`src/rtl/gcore_pkg.sv`:
```
// Shared GCore fetch definitions: datapath widths, reset PC, fetch FSM encoding
// and the queued opcode entry layout.
package gcore_pkg;

  localparam int GC_ADDR_W = 8;
  localparam int GC_DATA_W = 8;
  localparam int GC_Q_DEPTH = 2;
  localparam logic [GC_ADDR_W-1:0] GC_RESET_PC = 8'h00;
  localparam int GC_ENTRY_W = GC_ADDR_W + GC_DATA_W;

  typedef enum logic [1:0] {
    S_BOOT = 2'd0,
    S_RUN  = 2'd1,
    S_HALT = 2'd2
  } fetch_state_e;

  typedef struct packed {
    logic [GC_ADDR_W-1:0] addr;
    logic [GC_DATA_W-1:0] data;
  } op_entry_t;

endpackage

```
`src/rtl/op_fetch_q.sv`:
```
// Small synchronous FIFO holding fetched {addr, data} entries for the decoder.
// The caller guarantees no push when full and no pop when empty.
module op_fetch_q #(
  parameter int DEPTH = 2,
  parameter int W     = 16
) (
  input  logic                       clk,
  input  logic                       reset_n,
  input  logic                       push,
  input  logic                       pop,
  input  logic                       flush,
  input  logic [W-1:0]               wdata,
  output logic [W-1:0]               rdata,
  output logic [$clog2(DEPTH):0]     count
);

  localparam int PTR_W = $clog2(DEPTH);
  localparam int CNT_W = PTR_W + 1;

  logic [W-1:0]     mem_r [DEPTH];
  logic [PTR_W-1:0] wr_ptr_r;
  logic [PTR_W-1:0] rd_ptr_r;
  logic [CNT_W-1:0] count_r;

  // Storage, pointers and occupancy; flush discards contents in one cycle
  always_ff @(posedge clk or negedge reset_n) begin
    if (!reset_n) begin
      for (int i = 0; i < DEPTH; i++) begin
        mem_r[i] <= {W{1'b0}};
      end
      wr_ptr_r <= {PTR_W{1'b0}};
      rd_ptr_r <= {PTR_W{1'b0}};
      count_r  <= {CNT_W{1'b0}};
    end else if (flush) begin
      wr_ptr_r <= {PTR_W{1'b0}};
      rd_ptr_r <= {PTR_W{1'b0}};
      count_r  <= {CNT_W{1'b0}};
    end else begin
      if (push) begin
        mem_r[wr_ptr_r] <= wdata;
        wr_ptr_r        <= wr_ptr_r + PTR_W'(1);
      end
      if (pop) begin
        rd_ptr_r <= rd_ptr_r + PTR_W'(1);
      end
      case ({push, pop})
        2'b10:   count_r <= count_r + CNT_W'(1);
        2'b01:   count_r <= count_r - CNT_W'(1);
        default: count_r <= count_r;
      endcase
    end
  end

  assign rdata = mem_r[rd_ptr_r];
  assign count = count_r;

endmodule

```
`src/rtl/op_fetch.sv`:
```
// Opcode fetch unit: walks the PC over opram, absorbs the 1-cycle read latency and
// hands {addr, opcode} to decode. Optional stall counter: OP_FETCH_STALLCNT_EN.
module op_fetch
  import gcore_pkg::*;
#(
  parameter int                ADDR_W   = GC_ADDR_W,
  parameter int                DATA_W   = GC_DATA_W,
  parameter logic [ADDR_W-1:0] RESET_PC = GC_RESET_PC,
  parameter int                Q_DEPTH  = GC_Q_DEPTH
) (
  input  logic              clk,
  input  logic              reset_n,
  output logic [ADDR_W-1:0] ram_ad,
  output logic              ram_ce,
  output logic              ram_oce,
  output logic              ram_wre,
  output logic              ram_reset,
  input  logic [DATA_W-1:0] ram_dout,
  input  logic              halt,
  input  logic              jmp_valid,
  input  logic [ADDR_W-1:0] jmp_addr,
  output logic              op_valid,
  input  logic              op_ready,
  output logic [DATA_W-1:0] op_data,
  output logic [ADDR_W-1:0] op_addr
`ifdef OP_FETCH_STALLCNT_EN
  ,
  output logic [15:0]       stall_cnt
`endif
);

  localparam int CNT_W = $clog2(Q_DEPTH) + 1;
  localparam int ENT_W = ADDR_W + DATA_W;

  fetch_state_e      state_r;
  logic [ADDR_W-1:0] pc_r;
  logic [ADDR_W-1:0] iss_addr_r;
  logic              inflight_r;
  logic              jmp_take_s;
  logic              pop_s;
  logic              push_s;
  logic              issue_s;
  logic              q_valid_s;
  logic [CNT_W-1:0]  q_count_s;
  logic [CNT_W:0]    occ_s;
  logic [CNT_W:0]    limit_s;
  logic [ENT_W-1:0]  q_rdata_s;

  assign jmp_take_s = jmp_valid && (state_r != S_BOOT);
  assign q_valid_s  = (q_count_s != {CNT_W{1'b0}});
  assign pop_s      = q_valid_s && op_ready;
  // A returning read is discarded when a redirect lands in the same cycle
  assign push_s     = inflight_r && !jmp_take_s;

  // Credit check: a slot freed by this cycle's pop may be re-issued immediately
  always_comb begin
    occ_s   = {1'b0, q_count_s} + {{CNT_W{1'b0}}, inflight_r};
    limit_s = (CNT_W + 1)'(Q_DEPTH) + {{CNT_W{1'b0}}, pop_s};
    issue_s = 1'b0;
    if ((state_r == S_RUN) && !halt && !jmp_take_s && (occ_s < limit_s)) begin
      issue_s = 1'b1;
    end else begin
      issue_s = 1'b0;
    end
  end

  // Fetch FSM, program counter and in-flight read tracking
  always_ff @(posedge clk or negedge reset_n) begin
    if (!reset_n) begin
      state_r    <= S_BOOT;
      pc_r       <= RESET_PC;
      iss_addr_r <= RESET_PC;
      inflight_r <= 1'b0;
    end else begin
      case (state_r)
        S_BOOT:  state_r <= S_RUN;
        S_RUN:   state_r <= halt ? S_HALT : S_RUN;
        S_HALT:  state_r <= halt ? S_HALT : S_RUN;
        default: state_r <= S_BOOT;
      endcase
      if (jmp_take_s) begin
        pc_r <= jmp_addr;
      end else if (issue_s) begin
        pc_r <= pc_r + {{(ADDR_W-1){1'b0}}, 1'b1};
      end else begin
        pc_r <= pc_r;
      end
      if (issue_s) begin
        iss_addr_r <= pc_r;
      end else begin
        iss_addr_r <= iss_addr_r;
      end
      inflight_r <= issue_s;
    end
  end

  op_fetch_q #(
    .DEPTH (Q_DEPTH),
    .W     (ENT_W)
  ) u_q (
    .clk     (clk),
    .reset_n (reset_n),
    .push    (push_s),
    .pop     (pop_s),
    .flush   (jmp_take_s),
    .wdata   ({iss_addr_r, ram_dout}),
    .rdata   (q_rdata_s),
    .count   (q_count_s)
  );

  assign ram_ad    = pc_r;
  assign ram_ce    = issue_s;
  assign ram_oce   = 1'b1;
  assign ram_wre   = 1'b0;
  assign ram_reset = 1'b0;
  assign op_valid  = q_valid_s;
  assign {op_addr, op_data} = q_rdata_s;

`ifdef OP_FETCH_STALLCNT_EN
  logic [15:0] stall_r;

  // Saturating count of cycles the decoder holds off a valid opcode
  always_ff @(posedge clk or negedge reset_n) begin
    if (!reset_n) begin
      stall_r <= 16'h0000;
    end else if (q_valid_s && !op_ready && (stall_r != 16'hFFFF)) begin
      stall_r <= stall_r + 16'h0001;
    end else begin
      stall_r <= stall_r;
    end
  end

  assign stall_cnt = stall_r;
`endif

endmodule

```
`config.mk`:
```
export PLATFORM = sky130hd
export DESIGN_NAME = op_fetch
export DESIGN_NICKNAME = d
export VERILOG_FILES = /design/src/rtl/gcore_pkg.sv /design/src/rtl/op_fetch_q.sv /design/src/rtl/op_fetch.sv
export SDC_FILE = /design/constraint.sdc
export NUM_CORES = 1
export LEC_CHECK = 0
export ABC_AREA = 1
export CAP_MARGIN = 10
export CORE_MARGIN = 3
export CORE_UTILIZATION = 30
export DETAILED_ROUTE_END_ITERATION = 7
export SETUP_SLACK_MARGIN = 0.2
export SLEW_MARGIN = 5
export SYNTH_ARGS = -nofsm -noshare
export SYNTH_HDL_FRONTEND = slang
export SYNTH_HIERARCHICAL = 1
export SYNTH_SLANG_ARGS = --single-unit
export TNS_END_PERCENT = 100
```
`constraint.sdc`:
```
create_clock -name clk -period 2.1 [get_ports clk]
set_input_delay 0.315 -clock clk [delete_from_list [all_inputs] [get_ports clk]]
set_output_delay 0.315 -clock clk [all_outputs]
set_load 0.05 [all_outputs]
```
## Word level (Yosys, flattened, before mapping)

Index checks and enable logic that the tools add are counted.

- Register bits after elaboration: 55
- Input bits: 21
- Word-level logic and storage cells: 62

- Add/sub/neg operators: 7
- $lt $le $gt $ge: 4
- Equality and inequality tests: 4
- Multiplexer cells: 17
- Bitwise logic cells: 3
- Reduce and logical (&&, ||, !) cells: 18

Operators with widths:

| operator | number |
|---|---|
| 2-to-1 mux 16 bit | 4 |
| bitwise mux 32 bit | 1 |
| demux 16 bit (select 1 bit) | 1 |
| 2-to-1 mux 8 bit | 2 |
| nonzero test 2 bit | 5 |
| adder 8 x 1 -> 8 bit, second input constant | 1 |
| case mux 2 bit (2 select lines) | 2 |
| logical AND 1 bit | 7 |
| 2-to-1 mux 1 bit | 5 |
| == test 2 x 1 -> 1 bit, second input constant | 2 |
| == test 2 bit, second input constant | 2 |
| >= comparator 2 bit, second input constant | 2 |
| 2-to-1 mux 2 bit | 2 |
| NOT 1 -> 2 bit | 2 |
| adder 2 x 1 -> 3 bit | 1 |
| adder 2 x 1 -> 3 bit, first input constant | 1 |
| less-than comparator 3 bit | 1 |
| nonzero test 3 bit | 1 |
| adder 1 bit, second input constant | 2 |
| adder 2 x 1 -> 2 bit, second input constant | 1 |
| logical NOT 1 bit | 2 |
| logical NOT 2 bit | 1 |
| less-than comparator 2 x 1 -> 1 bit, second input constant | 1 |
| AND reduction 2 bit | 1 |
| other kinds (3) | 3 |

## Depth between registers and ports, before layout

Gate-level depths: netlist of the first run.

- Word-level depth: 8
- Gate-level depth with buffers: 11

## Modules after synthesis

The synthesis of the first run kept the hierarchy.

By module, submodules not included:

| module | times used | cells each | area each (um2) | sequential area each (um2) |
|---|---|---|---|---|
| op_fetch_q | 1 | 168 | 1789.2 | 900.9 |
| op_fetch | 1 | 146 | 1196.1 | 475.5 |

## Worst setup path after synthesis of the first run

Ideal clock, no wire load.

- Path type: register to register
- From: register u_q.count_r[0], in the netlist u_q/count[0]
- To: register pc_r[0], in the netlist ram_ad[0]
- Library setup time: 0.125 ns
- Arrival: 1.685 ns
- Path slack: 0.290 ns
- Stages on the path, launching flop included: 8
- Path buffers: 0
- Period minus slack after synthesis: 1.810 ns
- Cells stage by stage: dfrtp_1 > ha_1 > ha_1 > nand2_1 > nand2_4 > clkinv_1 > nand2_1 > nand3_2

- Longest elaborated chain between the ends: 7
- Elaborated cells between the ends (all ways): 8
- Those cells by class: 2 x add/sub; 1 x order compare; 1 x mux; 4 x reduce/logical

RTL lines:

| what | line | text |
|---|---|---|
| from (decl) | op_fetch_q.sv:23 | `logic [CNT_W-1:0] count_r;` |
| from (signal assigned) | op_fetch_q.sv:33 | `count_r <= {CNT_W{1'b0}};` |
| from (signal assigned) | op_fetch_q.sv:37 | `count_r <= {CNT_W{1'b0}};` |
| from (signal assigned) | op_fetch_q.sv:47 | `2'b10: count_r <= count_r + CNT_W'(1);` |
| nonzero test 2 bit | op_fetch.sv:50 | `assign q_valid_s = (q_count_s != {CNT_W{1'b0}});` |
| logical AND 1 bit | op_fetch.sv:51 | `assign pop_s = q_valid_s && op_ready;` |
| adder 2 x 1 -> 3 bit | op_fetch.sv:58 | `limit_s = (CNT_W + 1)'(Q_DEPTH) + {{CNT_W{1'b0}}, pop_s};` |
| less-than comparator 3 bit * | op_fetch.sv:60 | `if ((state_r == S_RUN) && !halt && !jmp_take_s && (occ_s < limit_s)) begin` |
| logical AND 1 bit * | op_fetch.sv:60 |  |
| 2-to-1 mux 1 bit * | op_fetch.sv:60 |  |
| via ram_ce | op_fetch.sv:14 | `output logic ram_ce,` |
| nonzero test 2 bit (no source line) * | n/a |  |
| to (signal assigned) | op_fetch.sv:82 | `pc_r <= jmp_addr;` |
| to (signal assigned) | op_fetch.sv:84 | `pc_r <= pc_r + {{(ADDR_W-1){1'b0}}, 1'b1};` |
| to (signal assigned) | op_fetch.sv:86 | `pc_r <= pc_r;` |
| to (decl) | op_fetch.sv:36 | `logic [ADDR_W-1:0] pc_r;` |

Mark *: on every way through the listed nets, which the timed path passes. The rest lies on a longest branch.
A chain may end at the register's enable or synchronous reset.

## Worst setup path in the final report of the first run

- From: register u_q.count_r[0], in the netlist u_q/count[0]
- To: output ram_ce

- Longest elaborated chain between the ends: 6
- Elaborated cells between the ends (all ways): 7
- Those cells by class: 2 x add/sub; 1 x order compare; 1 x mux; 3 x reduce/logical

RTL lines:

| what | line |
|---|---|
| nonzero test 2 bit | op_fetch.sv:50 |
| logical AND 1 bit | op_fetch.sv:51 |
| adder 2 x 1 -> 3 bit | op_fetch.sv:58 |
| less-than comparator 3 bit * | op_fetch.sv:60 |
| logical AND 1 bit * | op_fetch.sv:60 |
| 2-to-1 mux 1 bit * | op_fetch.sv:60 |
| to (decl) | op_fetch.sv:14 |

Every way passes the cells marked *; elsewhere a longest branch is shown, timed or not.

==> results.toml, run 1 <==
[sta]
rsz0062_at_grt = "yes"
fin_tns_setup_ns = 0
setup_slack_ns = 0.235
drv_slew = 0
fmax_mhz = 536
worst_slew_pin_slew_ns = 0.686
fin_crit_sh_pct = 88.8
finalSetupViolations = 0
skew_ns = 0.00775
hold_viol = 0
relSlewSlack_pct = 54.2
fin_crit_ns = 1.86

[run_status]
status = "finished, final reports clean"

[logic_synthesis]
synth_top_area_share_pct = 46.1
yosysTopAreaCell = "dfrtp_1"
syn_area_per_cell_um2 = 9.51
yosysWarnings = 6
ys_ff_latch = 55
yosysMostFrequentCell = "nand2_1"
syn_inst = 314
ys_async_sr_fraction_pct = 100
yosys-top-cells-area = "dfrtp_1, o21ai_2, nand2_1, mux2_2, inv_1"
synthFlopType = "dfrtp_1"
netlist_top_cells_count = "nand2_1, dfrtp_1, o21ai_2, inv_1, mux2_2"
ys_seq_area_share_pct = 46.1
yosysUniqueCellTypes = 26
synth_edf_count = 0
syn_area_um2 = 2990

[clocking]
cts_max_level = 2
clock_sinks = 55
clk_pin_slew_ns = 0.11
cts_tree = "built"
cts_buffer_depth = 2
clock_latency_ns = 0.31
clock-root-buffer = "clkbuf_8"
numCtsBuffers = 5

[drt]
drtIter0Drc = 97
wl_um = 5850
first_pass_iters = 4
drc = 0
postRouteAntennaNets = 0
vias = 2133
avgRoutedWirePerCell_um = 11.8
viasPerCell = 4.29

[finish]
drive_gt1_share_pct = 33.4
n_antenna_cell = 0
design_area_um2 = 3670
syn2layout_area_growth_pct = 23.0
fin_nets = 394
fillers = 988

[placed_design]
io_buffer_count = 46
place_congestion = 0.787
place_area_um2 = 3490
place_hpwl_um = 3910
dp_slack_ns = 0.262

[critical_path]
worstPathRequired_ns = 1.78
start_kind = "flop"
cp.arrival_ns = 1.55
crit_type = "flop to output pin"
r2r_slack_ns = 0.33
end_kind = "output pin"
crit_path_max_fanout = 3

[pwr]
total_power_uw = 5670
leakage_uw = 0.00181
ir_drop_mv = 0.947
power.density_nw_per_um2 = 1540

[die]
num_rows = 35
die_area_um2 = 11200
ios = 50
start_util_pct = 31.6
dieWidth_um = 106
die_y_um = 106
core_area_um2 = 9460

[job]
drv_cap = 0

[global_route]
gr-usage-all-layers_pct = 10.8
use_met2_pct = 16.4
grt_remaining_overflow = 0
grt_use_met1_pct = 15.4
grt_pass1_wl_um = 9950
gr-max-usage-layer = "met2"
grt_antenna_before_repair = 0
grt_max_degree = 56
grt_pass1_vias = 2086
met3_usage_pct = 2.82

[min_path]
hold_class = "input port to asynchronous set/reset pin"
==> path summary, 6_finish.rpt <==
check / startpoint / cells past startpoint / endpoint
max reg2reg: u_q/count[0] / 9 / ram_ad[2]
min: reset_n / 2 / u_q/mem_r[7]
max in group asynchronous: reset_n / 2 / u_q/count[0]
max: u_q/count[0] / 6 / ram_ce
min in group clk: u_q/mem_r[0] / 2 / u_q/mem_r[0]
min reg2reg: u_q/mem_r[0] / 2 / u_q/mem_r[0]
==> placed cells by master, fill, tap and decap left out, drive strengths merged <==
cell / instances
nand3: 22
clkdlybuf4s50: 19
clkinvlp: 1
o21a: 1
clkbuf: 5
inv: 41
o21ai: 44
or2: 1
a21oi: 2
clkinv: 1
mux2: 16
xor2: 1
nor2: 8
dfrtp: 55
buf: 32
nand4: 2
nand2: 97
nor3: 1
nand3b: 1
conb: 3
ha: 6
dlygate4sd2: 9
==> repair_timing <==
item                                    in CTS  in global routing
endpoints found under the hold margin        0                  0
hold buffers                                 0                  0
endpoints found under the setup margin      10                 27
pin swaps                                    1                  2
gates resized for setup                     12                 10
setup buffers                                1                  5
gates cloned                                 0                  0
==> per-layer routing <==
metal / share of wire, % / vias to the layer above
li1: - / 1100
met1: 52 / 985
met2: 43 / 44
met3: 4.1 / 4
met4: 0.87 / 0
met5: 0 / -
==> sequential cells by signal, summed over array words and instances, names as in the netlist <==
signal	cells
ram_ad	8
u_q/mem_r	32
state_r	2
inflight_r	1
iss_addr_r	8
u_q/wr_ptr_r	1
u_q/rd_ptr_r	1
u_q/count	2
==> kinds of logic after synthesis <==
group,after synthesis,synth area share (%)
AND/OR/NAND/NOR,132,21.8
flip-flops,55,46.1
buffers and inverters,55,10.2
AO/OA/AOI/OAI,47,12.9
multiplexers,16,6.04
adder cells (fa/ha/maj),6,2.51
other,2,0.252
XOR/XNOR,1,0.293
==> worst max-delay path, stage by stage (launching register included) <==
cell,delay [ns]
dfrtp_2,0.45
ha_4,0.17
ha_4,0.16
nor3_4,0.18
nand2_4,0.08
inv_4,0.07
buf_8,0.14
==> where the power goes <==
part	leakage (uW)	internal [uW]	switching [uW]	total [uW]
sequential	0.000719	1510	341	1850
clock	0.0000467	248	370	618
combinational	0.00105	1160	2040	3200
total	0.00181	2920	2750	5670
==> metrics by stage <==
stage | std cells | hold WS, ns | utilization (%)
finish | 497 | 0.125 | 38.8
global route | 497 | 0.177 | 38.8
CTS | 492 | 0.146 | 38.0
detailed placement | 483 | 0.457 | 36.9
global placement | 483 | 0.451 | 36.9
floorplan | 315 | 0.0194 | -
==> final cells by class <==
class                           count  area, um2  area share [%]
Inverter                           40        153            4.16
Clock buffer                        5       68.8            1.87
Multi-Input combinational cell    205       1340            36.4
Tap cell                          129        161            4.40
Timing Repair Buffer               60        547            14.9
Sequential cell                    55       1380            37.5
Clock inverter                      3       27.5           0.750
No activity file was read; power rests on OpenSTA's default activity.
==> run 2: changes to the inputs <==
Settings changed: SLEW_MARGIN 5 to unset.
==> results of run 2 <==
Same layout as run 1: the final DEF is identical, and so are final timing and power.
